## src/rtl/regfile_wb.sv

```systemverilog
// Writeback stage ahead of the register file: merges ALU results with buffered
// long-latency results, tracks outstanding long writes and prevents FIFO starvation.
module regfile_wb #(
  parameter int  WIDTH      = 32,
  parameter int  STARVE_MAX = 4,
  localparam int AW         = $clog2(WIDTH)
) (
  input  logic             clk,
  input  logic             rst,
  input  logic             alu_valid,
  input  logic [AW-1:0]    alu_rd,
  input  logic [WIDTH-1:0] alu_data,
  input  logic             lng_valid,
  output logic             lng_ready,
  input  logic [AW-1:0]    lng_rd,
  input  logic [WIDTH-1:0] lng_data,
  input  logic             iss_valid,
  input  logic [AW-1:0]    iss_rd,
  input  logic [AW-1:0]    q_rs1,
  input  logic [AW-1:0]    q_rs2,
  input  logic [AW-1:0]    q_rd,
  output logic             busy,
  output logic             alu_hold,
  output logic             wr_en,
  output logic [AW-1:0]    wr_addr,
  output logic [WIDTH-1:0] wr_data
);

  localparam int CW = $clog2(STARVE_MAX + 1);

  typedef enum logic {SRC_ALU = 1'b0, SRC_LNG = 1'b1} src_e;

  logic [AW-1:0]    fifo_rd   [2];
  logic [WIDTH-1:0] fifo_data [2];
  logic             head, tail;
  logic [1:0]       count, count_next;
  logic [WIDTH-1:0] pend, pend_next;
  logic [CW-1:0]    starve_cnt, starve_cnt_next;
  logic             hold_next;
  src_e             wr_src;

  logic alu_claim, push, pop;

  assign alu_claim = alu_valid && (alu_rd != '0);
  // Ready looks only at the registered count, so a same-cycle pop never frees space.
  assign lng_ready = (count < 2'd2) && rst;
  assign push      = lng_valid && lng_ready;
  assign pop       = (count != 2'd0) && !alu_claim;

  assign busy = pend[q_rs1] | pend[q_rs2] | pend[q_rd];

  always_comb begin
    count_next = count;
    if (push && !pop)
      count_next = count + 2'd1;
    else if (pop && !push)
      count_next = count - 2'd1;
  end

  always_comb begin
    pend_next = pend;
    if (wr_en && wr_src == SRC_LNG)
      pend_next[wr_addr] = 1'b0;
    // A new issue to the register being retired must stay pending, so set comes last.
    if (iss_valid && iss_rd != '0)
      pend_next[iss_rd] = 1'b1;
    pend_next[0] = 1'b0;
  end

  always_comb begin
    starve_cnt_next = starve_cnt;
    if (alu_hold || pop || count == 2'd0)
      starve_cnt_next = '0;
    else if (alu_claim && starve_cnt != CW'(STARVE_MAX))
      starve_cnt_next = starve_cnt + 1'b1;
  end

  // One-cycle pulse; the counter is cleared during the pulse so it cannot re-arm.
  assign hold_next = (starve_cnt == CW'(STARVE_MAX)) && !alu_hold;

  always_ff @(posedge clk) begin
    if (push) begin
      fifo_rd[tail]   <= lng_rd;
      fifo_data[tail] <= lng_data;
    end
  end

  always_ff @(posedge clk or negedge rst) begin
    if (!rst) begin
      head       <= 1'b0;
      tail       <= 1'b0;
      count      <= 2'd0;
      pend       <= '0;
      starve_cnt <= '0;
      alu_hold   <= 1'b0;
      wr_en      <= 1'b0;
      wr_addr    <= '0;
      wr_data    <= '0;
      wr_src     <= SRC_ALU;
    end else begin
      head       <= head ^ pop;
      tail       <= tail ^ push;
      count      <= count_next;
      pend       <= pend_next;
      starve_cnt <= starve_cnt_next;
      alu_hold   <= hold_next;
      if (alu_claim) begin
        wr_en   <= 1'b1;
        wr_addr <= alu_rd;
        wr_data <= alu_data;
        wr_src  <= SRC_ALU;
      end else if (pop) begin
        wr_en   <= (fifo_rd[head] != '0);
        wr_addr <= fifo_rd[head];
        wr_data <= fifo_data[head];
        wr_src  <= SRC_LNG;
      end else begin
        wr_en <= 1'b0;
      end
    end
  end

endmodule

```

## config.mk

```make
export PLATFORM = sky130hd
export DESIGN_NAME = regfile_wb
export DESIGN_NICKNAME = d
export VERILOG_FILES = /design/src/rtl/regfile_wb.sv
export SDC_FILE = /design/constraint.sdc
export NUM_CORES = 1
export LEC_CHECK = 0
export CORE_AREA = 3 3 114 116
export CTS_BUF_LIST = sky130_fd_sc_hd__clkbuf_8
export DETAILED_ROUTE_END_ITERATION = 12
export DIE_AREA = 0 0 117 119
export HOLD_SLACK_MARGIN = 0.12
export MAX_ROUTING_LAYER = met4
export PLACE_DENSITY = 0.95
export REMOVE_ABC_BUFFERS = 1
export SETUP_SLACK_MARGIN = 0.4
export SYNTH_ARGS = -nofsm -noshare
export SYNTH_HDL_FRONTEND = slang
export SYNTH_SLANG_ARGS = --single-unit
export TNS_END_PERCENT = 10
```

## constraint.sdc

```tcl
create_clock -name clk -period 4.1 [get_ports clk]
set_clock_uncertainty 0.1 [all_clocks]
set_input_delay 0.82 -clock clk [delete_from_list [all_inputs] [get_ports clk]]
set_output_delay 0.82 -clock clk [all_outputs]
set_load 0.1 [all_outputs]
```

==> impl_summary.log, run 1 <==
INFO  metric final_layout_size_suffix_gt1_frac = 0.108
INFO  metric post_dp_cell_area = 8350 sq um
INFO  metric clock_tree_from_tritoncts = built
INFO  metric num_rows = 40
INFO  metric detailroute.via_count = 5516
INFO  metric detail_route.iter0.violations = about 660
INFO  metric worst_setup_ep_type = primary output
INFO  metric setup_viol = 0
INFO  metric yosys.cell_types.count = 41
INFO  metric syn_area = slightly below 7000 sq um
INFO  metric tightest_slew = approximately 1.3 ns
INFO  metric gp_routability_congestion = between 1 and 1.5
INFO  metric period_share = 0.883
INFO  metric core_region_area = 12000 sq um
INFO  metric path_class = in2out
INFO  metric drc_violation_count_after_routing = 0
INFO  metric synth_cells = roughly 560
INFO  metric insertion_delay = approximately 0.45 ns
INFO  metric cell_pwr_density = between 700 and 800 nW/um^2
INFO  metric final_nets = 795
INFO  metric cts_post_setup_buffers_inserted = 0
INFO  metric period_minus_slack = 3.62 ns
INFO  metric clock_tree_root_buffer_cell = clkbuf_8
INFO  metric initial_util = 0.573
INFO  metric syn2layout_area_growth = 27.0%
INFO  metric clk_transition_reported_paths = about 0.080 ns
INFO  metric irDropWorstVdd = approximately 0.58 mV
INFO  metric grtUsageTotal = 0.314
INFO  metric die_x = roughly 120 um
INFO  metric ctsHtreeMaxLevel = 4
INFO  metric number_of_global_route_vias_before_repair = approximately 5800
INFO  metric setup_tns = 0 ns
INFO  metric syn-mean-instance-area = ~12 sq um
INFO  metric cts_hold_buf = 0
INFO  metric finalHoldViolations = 0
INFO  metric synthArstFlopShare = 0.513
INFO  metric clk_buf_depth = 2
INFO  metric crit_path_start_kind = primary input
INFO  metric result_of_the_run = completed
INFO  metric synth_top_cell_area_share = 0.323
INFO  metric insertedDiodeCount = 0
INFO  metric critical_path_arrival = 2.70 ns
INFO  metric worst_hold_check_path_type = reg2reg
INFO  metric grt_setup_unrepaired = false
INFO  metric cts_num_sinks = roughly 150
INFO  metric total_wirelength_of_the_detailed_routed_design = 20.3 mm
INFO  metric detailedPlace.worstSlack = between 0.09 and 0.1 ns
INFO  metric die_area = about 14000 sq um
INFO  metric grt_pass1_wl = approximately 32 mm
INFO  metric ys_dominant_reg_cell = dfrtp_1
INFO  metric synth_most_common_cell = dfrtp_1
INFO  metric worst_ep_required_time = between 3 and 4 ns
INFO  metric drt-vias-per-instance = about 6.5
INFO  metric synth_edf_count = 74
INFO  metric top_level_ports = 140
INFO  metric antenna_found_initial = 0
INFO  metric ys_top_cells_by_area = edfxtp_1 (32%), dfrtp_1 (28%), mux2i_1 (6.8%)
INFO  metric finalInstanceArea = approximately 8700 sq um
INFO  metric synth.yosys.seq_area_share = 0.606
INFO  metric synth-seq-cells = approximately 150
INFO  metric placement.io_buffers = roughly 140
INFO  metric drv.max_cap_violation_count = 0
INFO  metric fmax = around 0.28 GHz
INFO  metric postLayoutSetupSlackWorst = about 0.48 ns
INFO  metric slew_viol_final = 0
INFO  metric wire_per_inst = 23.9 um
INFO  metric drtPass1Iterations = 5
INFO  metric ys.warnings.count = 0
INFO  metric die-height = 119 um
INFO  metric grt_remaining_overflow = 0
INFO  metric timing.critical_path.fanout_max = 7
INFO  metric hold-worst-slack = between 0.4 and 0.5 ns
INFO  metric detailedPlacementHpwl = between 10 and 15 mm
INFO  metric synthDominantAreaCellType = edfxtp_1
INFO  metric number_of_clock_buffers_inserted_by_tritoncts = 17
INFO  metric slew_headroom = 0.136
INFO  metric yosys-top-cells-count = dfrtp_1 (78), edfxtp_1 (74), o21ai_0 (70)
INFO  metric detail-route-antenna-nets = 0
INFO  metric grt_start_max_net_pins = a little under 80
INFO  metric power.static_leakage = roughly 3.3 nW
INFO  metric postLayoutCoreUtil = 0.728
[timing repair]
| action | 4_1_cts | 5_1_grt |
|---|---|---|
| gates resized for setup | 13 | 6 |
| endpoints found under the setup margin | 1 | 1 |
| pin swaps | 0 | 0 |
[power breakdown]
part           switching (W)  internal [W]  total [W]
Sequential          0.000513       0.00198    0.00249
Combinational        0.00172      0.000887    0.00261
Clock               0.000581      0.000558    0.00114
Total                0.00282       0.00342    0.00624
[worst max-delay path, cell delays in order]
cell           delay (ns)
dlygate4sd2_1        0.42
mux4_2               0.55
mux2_2               0.27
o211ai_1             0.17
o2111ai_1            0.13
bufbuf_16            0.33
[area by class of cell]
type                            instances  area, sq um
Sequential cell                       152         4180
Fill cell                             719         3270
Multi-Input combinational cell        371         2540
Timing Repair Buffer                  145         1440
Clock buffer                           18          248
Tap cell                              147          184
Clock inverter                         14          146
Inverter                                4         15.0
[path summary, 6_finish.rpt]
path | end | slack (ns) | cells past startpoint | start
worst max-delay path | busy | 0.48 | 6 | q_rd[2]
worst min-delay path | starve_cnt[0] | 0.43 | 1 | alu_hold
worst max register to register | fifo_data[1][21] | 1.81 | 3 | count[1]
worst min register to register | starve_cnt[0] | 0.43 | 1 | alu_hold
max in group asynchronous | head | 2.66 | 2 | rst
min in group asynchronous | wr_data[8] | 0.54 | 2 | rst
[kinds of logic (layout without fill, tap and decap cells)]
kind of cell	count (synthesis)	in the layout	share of synthesized area
AO/OA/AOI/OAI	152	152	0.114
flip-flops	152	152	0.606
AND/OR/NAND/NOR	139	139	0.0972
multiplexers	70	70	0.139
buffers and inverters	34	181	0.0278
adder cells (fa/ha/maj)	5	5	0.00908
XOR/XNOR	5	5	0.00636
[layer usage]
layer  GRT usage  vias up  share of wire
met2       0.508      371           0.52
li1            -     2337              -
met1       0.393     2737           0.36
met3      0.0701       71          0.087
met5           -        -              0
met4       0.106        0          0.032
[flip-flops by register name (all words and copies together) (netlist names)]
signal,count
head,1
fifo_data,64
pend,31
wr_src,1
fifo_rd,10
tail,1
wr_data,32
wr_addr,5
alu_hold,1
wr_en,1
starve_cnt,3
count,2
[cell usage in the layout (no fill, tap or decap), types with 4 or more instances in the layout]
cell	n
a21oi_1	36
buf_4	8
clkbuf_8	18
clkdlybuf4s50_1	127
dfrtp_1	77
dlygate4sd2_1	4
edfxtp_1	74
inv_1	5
mux2i_1	47
mux4_2	19
nand2_1	49
nand3_1	5
nand3b_1	10
nor2_1	44
nor2b_1	4
nor3b_1	4
o21ai_0	70
o21ai_1	38
or3b_2	4
[through the flow]
| stage | total power (W) | std cells |
|---|---|---|
| after floorplan | 0.00416 | 527 |
| after global placement | 0.00493 | 819 |
| after detailed placement | 0.00502 | 819 |
| after CTS | 0.00621 | 851 |
| after global routing | 0.00649 | 851 |
| final | 0.00624 | 851 |
Note: power is estimated with default switching activity, not from simulation.
==> inputs of run 2 (changes only) <==
--- a/config.mk
+++ b/config.mk
@@ -9,7 +9,6 @@
 export CTS_BUF_LIST = sky130_fd_sc_hd__clkbuf_8
 export DETAILED_ROUTE_END_ITERATION = 12
 export DIE_AREA = 0 0 117 119
-export HOLD_SLACK_MARGIN = 0.12
 export MAX_ROUTING_LAYER = met4
 export PLACE_DENSITY = 0.95
 export REMOVE_ABC_BUFFERS = 1
==> results of run 2 <==
Same layout as run 1: the final DEF is identical, and so are final timing and power.
